$ cat src/rtl/hazard_pkg.sv
// Shared definitions for the pipeline hazard/forwarding control unit:
// forward-select encodings, memory-handshake FSM states, default widths
// and a saturating counter helper.
package hazard_pkg;

    // Default register-address width (32-entry register file)
    localparam int RA_W_DEFAULT = 5;

    // Operand-select encoding shared by EX and ID forwarding outputs
    localparam logic [1:0] FWD_RF    = 2'd0;
    localparam logic [1:0] FWD_MEMWB = 2'd1;
    localparam logic [1:0] FWD_EXMEM = 2'd2;

    // Data-memory handshake FSM states
    typedef enum logic [1:0] {
        MEM_IDLE = 2'd0,
        MEM_WAIT = 2'd1,
        MEM_ERR  = 2'd2
    } mem_state_e;

    // 32-bit increment that sticks at all-ones instead of wrapping
    function automatic logic [31:0] sat_inc32(input logic [31:0] v, input logic en);
        logic [31:0] r;
        r = v;
        if (en && (v != 32'hFFFF_FFFF)) begin
            r = v + 32'd1;
        end
        return r;
    endfunction

endpackage

$ cat src/rtl/hazard_ctrl_unit_fwd_sel.sv
// Combinational forwarding priority selector. Picks the youngest in-flight
// producer of a source register: EXMEM beats MEMWB, register 0 is never
// forwarded. When en is low the regfile value is always selected.
import hazard_pkg::*;

module fwd_sel #(
    parameter int RA_W = RA_W_DEFAULT
) (
    input  logic            en,
    input  logic [RA_W-1:0] src,
    input  logic [RA_W-1:0] exmem_rd,
    input  logic            exmem_we,
    input  logic [RA_W-1:0] memwb_rd,
    input  logic            memwb_we,
    output logic [1:0]      sel
);

    // Priority match: EXMEM first, then MEMWB, else regfile
    always_comb begin
        sel = FWD_RF;
        if (en) begin
            if (exmem_we && (exmem_rd != '0) && (exmem_rd == src)) begin
                sel = FWD_EXMEM;
            end else if (memwb_we && (memwb_rd != '0) && (memwb_rd == src)) begin
                sel = FWD_MEMWB;
            end
        end
    end

endmodule

$ cat src/rtl/hazard_ctrl_unit.sv
// Hazard detection and forwarding control for the five-stage pipeline.
// Produces EX and ID-compare forward selects, load-use / branch stalls,
// IFID flush on taken branches, and a whole-pipe freeze while a
// variable-latency data-memory access is outstanding, with a sticky
// timeout error. mem_state_dbg exposes the memory FSM state.
// Optional build macro HAZARD_PERF_EN adds saturating stall/hold/flush
// cycle counters.
//
// Handshake: the memory access is outstanding while mem_req=1 and
// mem_ack=0; the cycle in which mem_req=1 and mem_ack=1 completes it and
// that cycle is allowed to advance.
import hazard_pkg::*;

module hazard_ctrl_unit #(
    parameter int RA_W       = RA_W_DEFAULT,
    parameter int MEM_TO_W   = 4,
    parameter int MEM_TO_MAX = 12
) (
    input  logic            clk,
    input  logic            rst,
    input  logic [RA_W-1:0] IFID_Rs,
    input  logic [RA_W-1:0] IFID_Rt,
    input  logic [RA_W-1:0] IDEX_Rs,
    input  logic [RA_W-1:0] IDEX_Rt,
    input  logic [RA_W-1:0] IDEX_Rd,
    input  logic            IDEX_reg_write,
    input  logic            IDEX_mem_read,
    input  logic [RA_W-1:0] EXMEM_Rd,
    input  logic            EXMEM_reg_write,
    input  logic            EXMEM_mem_read,
    input  logic [RA_W-1:0] MEMWB_Rd,
    input  logic            MEMWB_reg_write,
    input  logic            id_branch,
    input  logic            id_jr,
    input  logic            br_taken,
    input  logic            mem_req,
    input  logic            mem_ack,
    output logic [1:0]      forwardA,
    output logic [1:0]      forwardB,
    output logic [1:0]      fwdA_id,
    output logic [1:0]      fwdB_id,
    output logic            pc_load,
    output logic            IFID_Ld,
    output logic            sel_signal,
    output logic            flush,
    output logic            pipe_hold,
    output logic            mem_timeout,
`ifdef HAZARD_PERF_EN
    output logic [31:0]     stall_cnt,
    output logic [31:0]     hold_cnt,
    output logic [31:0]     flush_cnt,
`endif
    output logic [1:0]      mem_state_dbg
);

    localparam logic [MEM_TO_W-1:0] TO_LIMIT = MEM_TO_W'(MEM_TO_MAX);
    localparam logic [MEM_TO_W-1:0] TO_ONE   = MEM_TO_W'(1);

    mem_state_e          state_q, state_d;
    logic [MEM_TO_W-1:0] cnt_q, cnt_d;
    logic                mem_timeout_q, mem_timeout_d;
    logic                sel_hold_q, sel_hold_d;

    logic id_cmp;
    logic load_use;
    logic br_on_ex;
    logic br_on_mem_load;
    logic stall;
    logic hold;
    logic sel_now;

    // ---------------- forwarding ----------------
    fwd_sel #(.RA_W(RA_W)) u_fwd_a (
        .en       (1'b1),
        .src      (IDEX_Rs),
        .exmem_rd (EXMEM_Rd),
        .exmem_we (EXMEM_reg_write),
        .memwb_rd (MEMWB_Rd),
        .memwb_we (MEMWB_reg_write),
        .sel      (forwardA)
    );

    fwd_sel #(.RA_W(RA_W)) u_fwd_b (
        .en       (1'b1),
        .src      (IDEX_Rt),
        .exmem_rd (EXMEM_Rd),
        .exmem_we (EXMEM_reg_write),
        .memwb_rd (MEMWB_Rd),
        .memwb_we (MEMWB_reg_write),
        .sel      (forwardB)
    );

    // ID-stage compare operands only matter for branch / jr
    fwd_sel #(.RA_W(RA_W)) u_fwd_a_id (
        .en       (id_cmp),
        .src      (IFID_Rs),
        .exmem_rd (EXMEM_Rd),
        .exmem_we (EXMEM_reg_write),
        .memwb_rd (MEMWB_Rd),
        .memwb_we (MEMWB_reg_write),
        .sel      (fwdA_id)
    );

    fwd_sel #(.RA_W(RA_W)) u_fwd_b_id (
        .en       (id_cmp),
        .src      (IFID_Rt),
        .exmem_rd (EXMEM_Rd),
        .exmem_we (EXMEM_reg_write),
        .memwb_rd (MEMWB_Rd),
        .memwb_we (MEMWB_reg_write),
        .sel      (fwdB_id)
    );

    // Stall detection: producers that cannot be forwarded in time
    always_comb begin
        id_cmp   = id_branch | id_jr;
        load_use = IDEX_mem_read && (IDEX_Rd != '0) &&
                   ((IDEX_Rd == IFID_Rs) || (IDEX_Rd == IFID_Rt));
        br_on_ex = id_cmp && IDEX_reg_write && (IDEX_Rd != '0) &&
                   ((IDEX_Rd == IFID_Rs) || (IDEX_Rd == IFID_Rt));
        br_on_mem_load = id_cmp && EXMEM_mem_read && (EXMEM_Rd != '0) &&
                         ((EXMEM_Rd == IFID_Rs) || (EXMEM_Rd == IFID_Rt));
        stall = load_use | br_on_ex | br_on_mem_load;
    end

    // Memory FSM next state; hold is released combinationally on ack
    always_comb begin
        state_d       = state_q;
        cnt_d         = cnt_q;
        mem_timeout_d = mem_timeout_q;
        hold          = 1'b0;
        case (state_q)
            MEM_IDLE: begin
                if (mem_req && !mem_ack) begin
                    state_d = MEM_WAIT;
                    cnt_d   = '0;
                end
            end
            MEM_WAIT: begin
                if (mem_ack) begin
                    state_d = MEM_IDLE;
                end else begin
                    hold = 1'b1;
                    if (cnt_q == TO_LIMIT) begin
                        state_d = MEM_ERR;
                    end else begin
                        cnt_d = cnt_q + TO_ONE;
                    end
                end
            end
            MEM_ERR: begin
                hold = 1'b1;
            end
            default: begin
                state_d = MEM_IDLE;
            end
        endcase
        if (state_d == MEM_ERR) begin
            mem_timeout_d = 1'b1;
        end
    end

    // Pipeline control outputs; a freeze dominates stall and flush
    always_comb begin
        sel_now    = hold ? sel_hold_q : !stall;
        sel_hold_d = sel_now;
        sel_signal = sel_now;
        pc_load    = !(hold | stall);
        IFID_Ld    = !(hold | stall);
        flush      = br_taken && !stall && !hold;
        pipe_hold  = hold;
        mem_timeout   = mem_timeout_q;
        mem_state_dbg = state_q;
    end

    // FSM, timeout counter, sticky error and held sel_signal registers
    always_ff @(posedge clk or negedge rst) begin
        if (!rst) begin
            state_q       <= MEM_IDLE;
            cnt_q         <= '0;
            mem_timeout_q <= 1'b0;
            sel_hold_q    <= 1'b1;
        end else begin
            state_q       <= state_d;
            cnt_q         <= cnt_d;
            mem_timeout_q <= mem_timeout_d;
            sel_hold_q    <= sel_hold_d;
        end
    end

`ifdef HAZARD_PERF_EN
    logic [31:0] stall_cnt_q, stall_cnt_d;
    logic [31:0] hold_cnt_q,  hold_cnt_d;
    logic [31:0] flush_cnt_q, flush_cnt_d;

    // Next counter values; stalls count only when not masked by a freeze
    always_comb begin
        stall_cnt_d = sat_inc32(stall_cnt_q, stall && !hold);
        hold_cnt_d  = sat_inc32(hold_cnt_q, hold);
        flush_cnt_d = sat_inc32(flush_cnt_q, flush);
        stall_cnt   = stall_cnt_q;
        hold_cnt    = hold_cnt_q;
        flush_cnt   = flush_cnt_q;
    end

    // Performance counter registers
    always_ff @(posedge clk or negedge rst) begin
        if (!rst) begin
            stall_cnt_q <= '0;
            hold_cnt_q  <= '0;
            flush_cnt_q <= '0;
        end else begin
            stall_cnt_q <= stall_cnt_d;
            hold_cnt_q  <= hold_cnt_d;
            flush_cnt_q <= flush_cnt_d;
        end
    end
`endif

endmodule

$ cat config.mk
export PLATFORM = sky130hd
export DESIGN_NAME = hazard_ctrl_unit
export DESIGN_NICKNAME = d
export VERILOG_FILES = /design/src/rtl/hazard_pkg.sv /design/src/rtl/hazard_ctrl_unit_fwd_sel.sv /design/src/rtl/hazard_ctrl_unit.sv
export SDC_FILE = /design/constraint.sdc
export NUM_CORES = 1
export LEC_CHECK = 0
export CORE_MARGIN = 5
export CORE_UTILIZATION = 43
export DETAILED_ROUTE_END_ITERATION = 8
export GPL_ROUTABILITY_DRIVEN = 1
export PLACE_DENSITY = 0.92
export SYNTH_ARGS = -nofsm -noshare
export SYNTH_HDL_FRONTEND = slang
export SYNTH_SLANG_ARGS = --single-unit
export TNS_END_PERCENT = 20
$ cat constraint.sdc
create_clock -name clk -period 2.55 [get_ports clk]
set_input_delay 0.51 -clock clk [delete_from_list [all_inputs] [get_ports clk]]
set_output_delay 0.51 -clock clk [all_outputs]
set_load 0.03 [all_outputs]
* Word level (Yosys, flattened, before mapping) *
Index checks and enable logic that the tools add are counted.

storage, ports and cells
  flip-flop bits (word level) = 8
  input bits = 47
  output and inout bits = 16
  word-level logic and storage cells = 80

operators by class
  add/subtract/negate cells = 1
  eq/ne operators = 17
  muxes and demuxes = 21
  bitwise logic cells = 4
  reduce and logical (&&, ||, !) cells = 33

operators with widths
  operator                                                         count
  5-bit == test                                                    10
  1-bit logical AND                                                21
  2-bit two-way mux                                                9
  5-bit nonzero test                                               3
  4-bit two-way mux                                                3
  4-bit case mux with 2 select lines                               1
  1-bit two-way mux                                                6
  2-bit inequality test, second input constant                     3
  2-bit case mux with 3 select lines                               1
  4-bit by 1-bit adder with 4-bit output, second input constant    1
  2-bit == test, second input constant                             2
  4-bit == test, second input constant                             1
  1-bit logical NOT                                                4
  1-bit OR                                                         4
  4-bit AND reduction                                              1
  2-bit by 1-bit == test with 1-bit output, second input constant  1
  2-bit logical NOT                                                1
  1-bit logical OR                                                 2
  1-bit case mux with 2 select lines                               1
  2-bit nonzero test                                               1

* Depth between registers and ports, before layout *
  depth after elaboration = 9
  mapped depth = 7
  depth with buffers taken out = 7

* Cells and area by module *
From an unflattened synthesis, not the netlist that was laid out.

unflattened totals
  cells, all modules = 170
  area total of the unflattened synthesis = 1,372.6 um2

modules (own cells, without submodules)
  module            times used  cells each  area each (um2)
  hazard_ctrl_unit  1           86          767.0
  fwd_sel           4           21          151.4

* Worst setup path after synthesis *
Ideal clock, no wire load.

  kind = flip-flop to output port
  start point = register state_q[1], in the netlist mem_state_dbg[1]
  end point = output port pc_load
  arrival = 2,493 ps
  data required time = 2,040 ps
  slack = -453 ps
  stages on the path, launching flop included = 7
  buffers on the path = 1
  path through = dfrtp_1 -> inv_1 -> ha_1 -> nor2b_1 -> o21a_1 -> nor3_1 -> buf_4

between the ends
  longest elaborated chain between the ends = 4
  elaborated cells on any way between the ends = 5
  those cells by class = eq/ne: 2; mux: 1; bitwise: 1; reduce/logical: 1

RTL lines
  item                                                                       line                     source
  from (decl)                                                                hazard_ctrl_unit.sv:59   mem_state_e state_q, state_d;
  from (signal assigned)                                                     hazard_ctrl_unit.sv:184  state_q <= state_d;
  2-bit == test or 2-bit by 1-bit == test with 1-bit output (tied branches)  hazard_ctrl_unit.sv:132  case (state_q)
  1-bit case mux with 2 select lines (*)                                     hazard_ctrl_unit.sv:132
  net pipe_hold                                                              hazard_ctrl_unit.sv:46   output logic pipe_hold,
  1-bit OR (*)                                                               -
  1-bit logical NOT (*)                                                      -
  to (decl)                                                                  hazard_ctrl_unit.sv:42   output logic pc_load,

The timed path passes the listed nets; every way through them passes the cells marked *.

* Worst setup path after layout *
  start point = input port MEMWB_reg_write
  end point = output port forwardA[0]

between the ends
  longest elaborated chain between the ends = 4

RTL lines
  item                            line                            source
  from (decl)                     hazard_ctrl_unit.sv:32          input logic MEMWB_reg_write,
  1-bit logical AND (2 in a row)  hazard_ctrl_unit_fwd_sel.sv:24  end else if (memwb_we && (memwb_rd != '0) && (memwb_rd == src)) begin
  1-bit two-way mux               hazard_ctrl_unit_fwd_sel.sv:24
  2-bit two-way mux               hazard_ctrl_unit_fwd_sel.sv:22  if (exmem_we && (exmem_rd != '0) && (exmem_rd == src)) begin
  to (decl)                       hazard_ctrl_unit.sv:38          output logic [1:0] forwardA,

Every way passes these cells.

==> impl_results.md <==
- Ports: 63
- Register area share after synthesis: 0.165
- Final Hold Viols: 0
- CP arrival: 2.04 ns
- Peak VDD IR: 0.265 mV
- Area growth syn-to-layout: 80.6%
- Post-synth top area share: 0.244
- CP cell instances: clkdlybuf4s50_1, o21ai_2, or4_4, nor4_2, buf_4
- Die Area: 4000 sq um
- First DRT Iteration DRCs: 80
- Largest family of logic cells by synthesized area: XOR/XNOR gates
- MaxCap Viol Count: 0
- Synth top area cells: xor2_1 (24%), dfrtp_1 (14%), xnor2_1 (13%)
- Fin nets: 294
- Worst slew pin tran: 0.388 ns
- First-pass GRT wire length: 7070 um
- Fraction of registers with async set/reset: 1.00
- Cell Area, Synth: 1220 sq um
- Core Rows: 19
- DRC: 0
- Fin. max-slew vios: 0
- F_max: 0.392 GHz
- Buffer depth of the longest clock path: 2
- Area leader, netlist: xor2_1
- Xor and xnor area share after synthesis: 0.374
- Top delay family on crit path: buffers and inverters
- Slew HR: 0.740
- Clock transition at path regs: 0.07 ns
- Gpl congestion: 0.855
- Period minus WS final: 2.55 ns
- Simple logic cell fraction of the synthesized area: 0.260
- CTS tree: built
- Die height: 63.2 um
- Met3 usage: 0.0480
- CP max-delay cell: or4_4
- I/O Buffers: 62
- ANT cells: 0
- Synthesis-stage register bit count: 8
- Initial antenna violation count: 0
- Met2 Resource Use GR: 0.438
- Critical path depth in cells: 5
- CTS Hold Bufs: 0
- Adder-Cell Fraction of Synth Area: 0.0616
- Syn_area_per_cell: 8.18 sq um
- Synth cell types: 32
- Htree depth: 1
- FF-to-FF Start: mem_state_dbg[0]$_DFF_PN0_
- Vias per std cell: 5.39
- Max incr delay on CP: 0.55 ns
- Most frequent cell after synthesis: xor2_1
- Synth Area in Compound Gates: 0.0801
- Synth top cells by count: xor2_1 (34), xnor2_1 (18), nor3_1 (12)
- Total track usage: 0.223
- Gr ovfl total: 0
- Worst setup path category: input pin to output pin
- RSZ-0062 raised after global routing: yes
- Mapped Cells: 149
- Largest net degree at the start of global routing: 9
- Mux cell area share after synthesis: 0
- Die X: 63.2 um
- DP HPWL: 3710 um
- Area of the multi-input gates: 1080 sq um
- Maximum fanout along the worst path: 3
- Critical path origin: MEMWB_reg_write
- Worst flop-to-flop path endpoint: cnt_q[3]$_DFFE_PN0P_
- Core area: 2730 sq um
- Status: completed
- Crit path buffers/inverters: 2
- Setup crit start kind: input pin
- Syn nets: 202
- Layout filler cell count: 178
- WL/cell: 17.7 um
- Met1 usage: 0.209
- Crit path to: forwardA[0]
- Setup crit end kind: output pin
- Yosys warns: 0
- Setup TNS: 0 ns
- Final setup vio count: 0
- CTS Buf Count: 3
- Final wirelength: 4790 um
- LEAKAGE: 0.963 nW
- Worst clock skew: 0.0167 ns
- Post-synth top flop: dfrtp_1
- Initial core utilization: 0.446
- Final period util: 0.999
- Routed Antenna Nets: 0
- Layout cells sized above 1: 0.350
- Storage cell area: 201 sq um
- Clock Latency Late Sink: 0.28 ns
- Final Instance Area: 2200 sq um
- Post-synth EDFFs: 0
- Sink Count: 8
- Reg-to-reg slack, setup: 0.77 ns
- WP data required: 2.04 ns
- Vias in the first global route: 1581
- Placed cell areas: 2060 sq um
- Path depth of the worst reg2reg path: 7
- Most used routing layer: met2
- Worst min path class: flip-flop to flip-flop
- Total number of vias: 1462
- Clock root buffer: clkbuf_4
- Pwr dens: 232 nW/um^2
- Drt first pass iters: 4
[per-layer routing]
metal / vias up / routed length, um
met5: - / 0
met4: 0 / 172
met3: 22 / 289
met2: 65 / 2570
met1: 682 / 1760
li1: 693 / -
[worst min-delay path by stage]
stage                                        from                      end  slack, ns  cells past startpoint
after floorplan                               rst     cnt_q[0]$_DFFE_PN0P_       0.21                      0
after global placement    mem_timeout$_DFFE_PN0N_  mem_timeout$_DFFE_PN0N_       0.45                      1
after detailed placement  mem_timeout$_DFFE_PN0N_  mem_timeout$_DFFE_PN0N_       0.45                      1
after CTS                 mem_timeout$_DFFE_PN0N_  mem_timeout$_DFFE_PN0N_       0.47                      1
after global routing         sel_hold_q$_DFF_PN1_     sel_hold_q$_DFF_PN1_       0.51                      2
final                     mem_timeout$_DFFE_PN0N_  mem_timeout$_DFFE_PN0N_       0.47                      1
[through the flow]
stage          hold slack [ns]  total power [mW]  worst slack, ns  instances   util
2_1_floorplan            0.214             0.235           -0.317        149      -
3_3_place_gp             0.449             0.373           -0.188        266  0.752
3_5_place_dp             0.454             0.383           -0.212        266  0.752
4_1_cts                  0.470             0.493         0.000536        270  0.780
5_1_grt                  0.513             0.543          -0.0815        271  0.805
6_report                 0.467             0.511          0.00143        271  0.805
[what timing repair did]
item	CTS	global route
resized for setup	39	19
buffers inserted	0	1
pin swaps	11	12
endpoints found under the setup margin	12	13
gates cloned	0	0
[flip-flops by register name (all words and copies together) (netlist names)]
name / count
mem_timeout: 1
sel_hold_q: 1
mem_state_dbg: 2
cnt_q: 4
[cell type report]
type / count / area share
multi-input combinational: 126 / 0.489
timing repair buffer: 98 / 0.383
sequential: 8 / 0.0915
tap: 31 / 0.0176
clock buffer: 4 / 0.0119
inverter: 4 / 0.00682
[layout by cell type (no fill, tap or decap), types with 2 or more instances in the layout]
cell type,count
o21ai_1,2
nor4_2,5
inv_1,4
nand2b_1,2
buf_6,3
dfrtp_1,7
xnor2_1,17
clkbuf_4,3
dlygate4sd2_1,19
nor3_2,4
a21oi_4,2
nor3_1,7
or4_4,3
clkbuf_2,2
buf_4,46
ha_1,5
nor2_1,8
nand3_1,7
xor2_1,34
dlymetal6s2s_1,3
clkdlybuf4s50_1,24
nand3_2,3
nand2_1,6
[cell families (layout without fill, tap and decap cells)]
family          count (synthesis)  count (layout)
compound gates                 13              13
flops                           8               8
simple gates                   55              55
buf+inv                        15             106
fa+ha+maj                       6               6
xor+xnor                       52              52
[power by group]
part	leakage (nW)	switching (mW)	internal, mW
clock	0.0150	0.0550	0.0604
combinational	0.850	0.126	0.140
sequential	0.0979	0.000314	0.129
No activity file was read; power rests on OpenSTA's default activity.
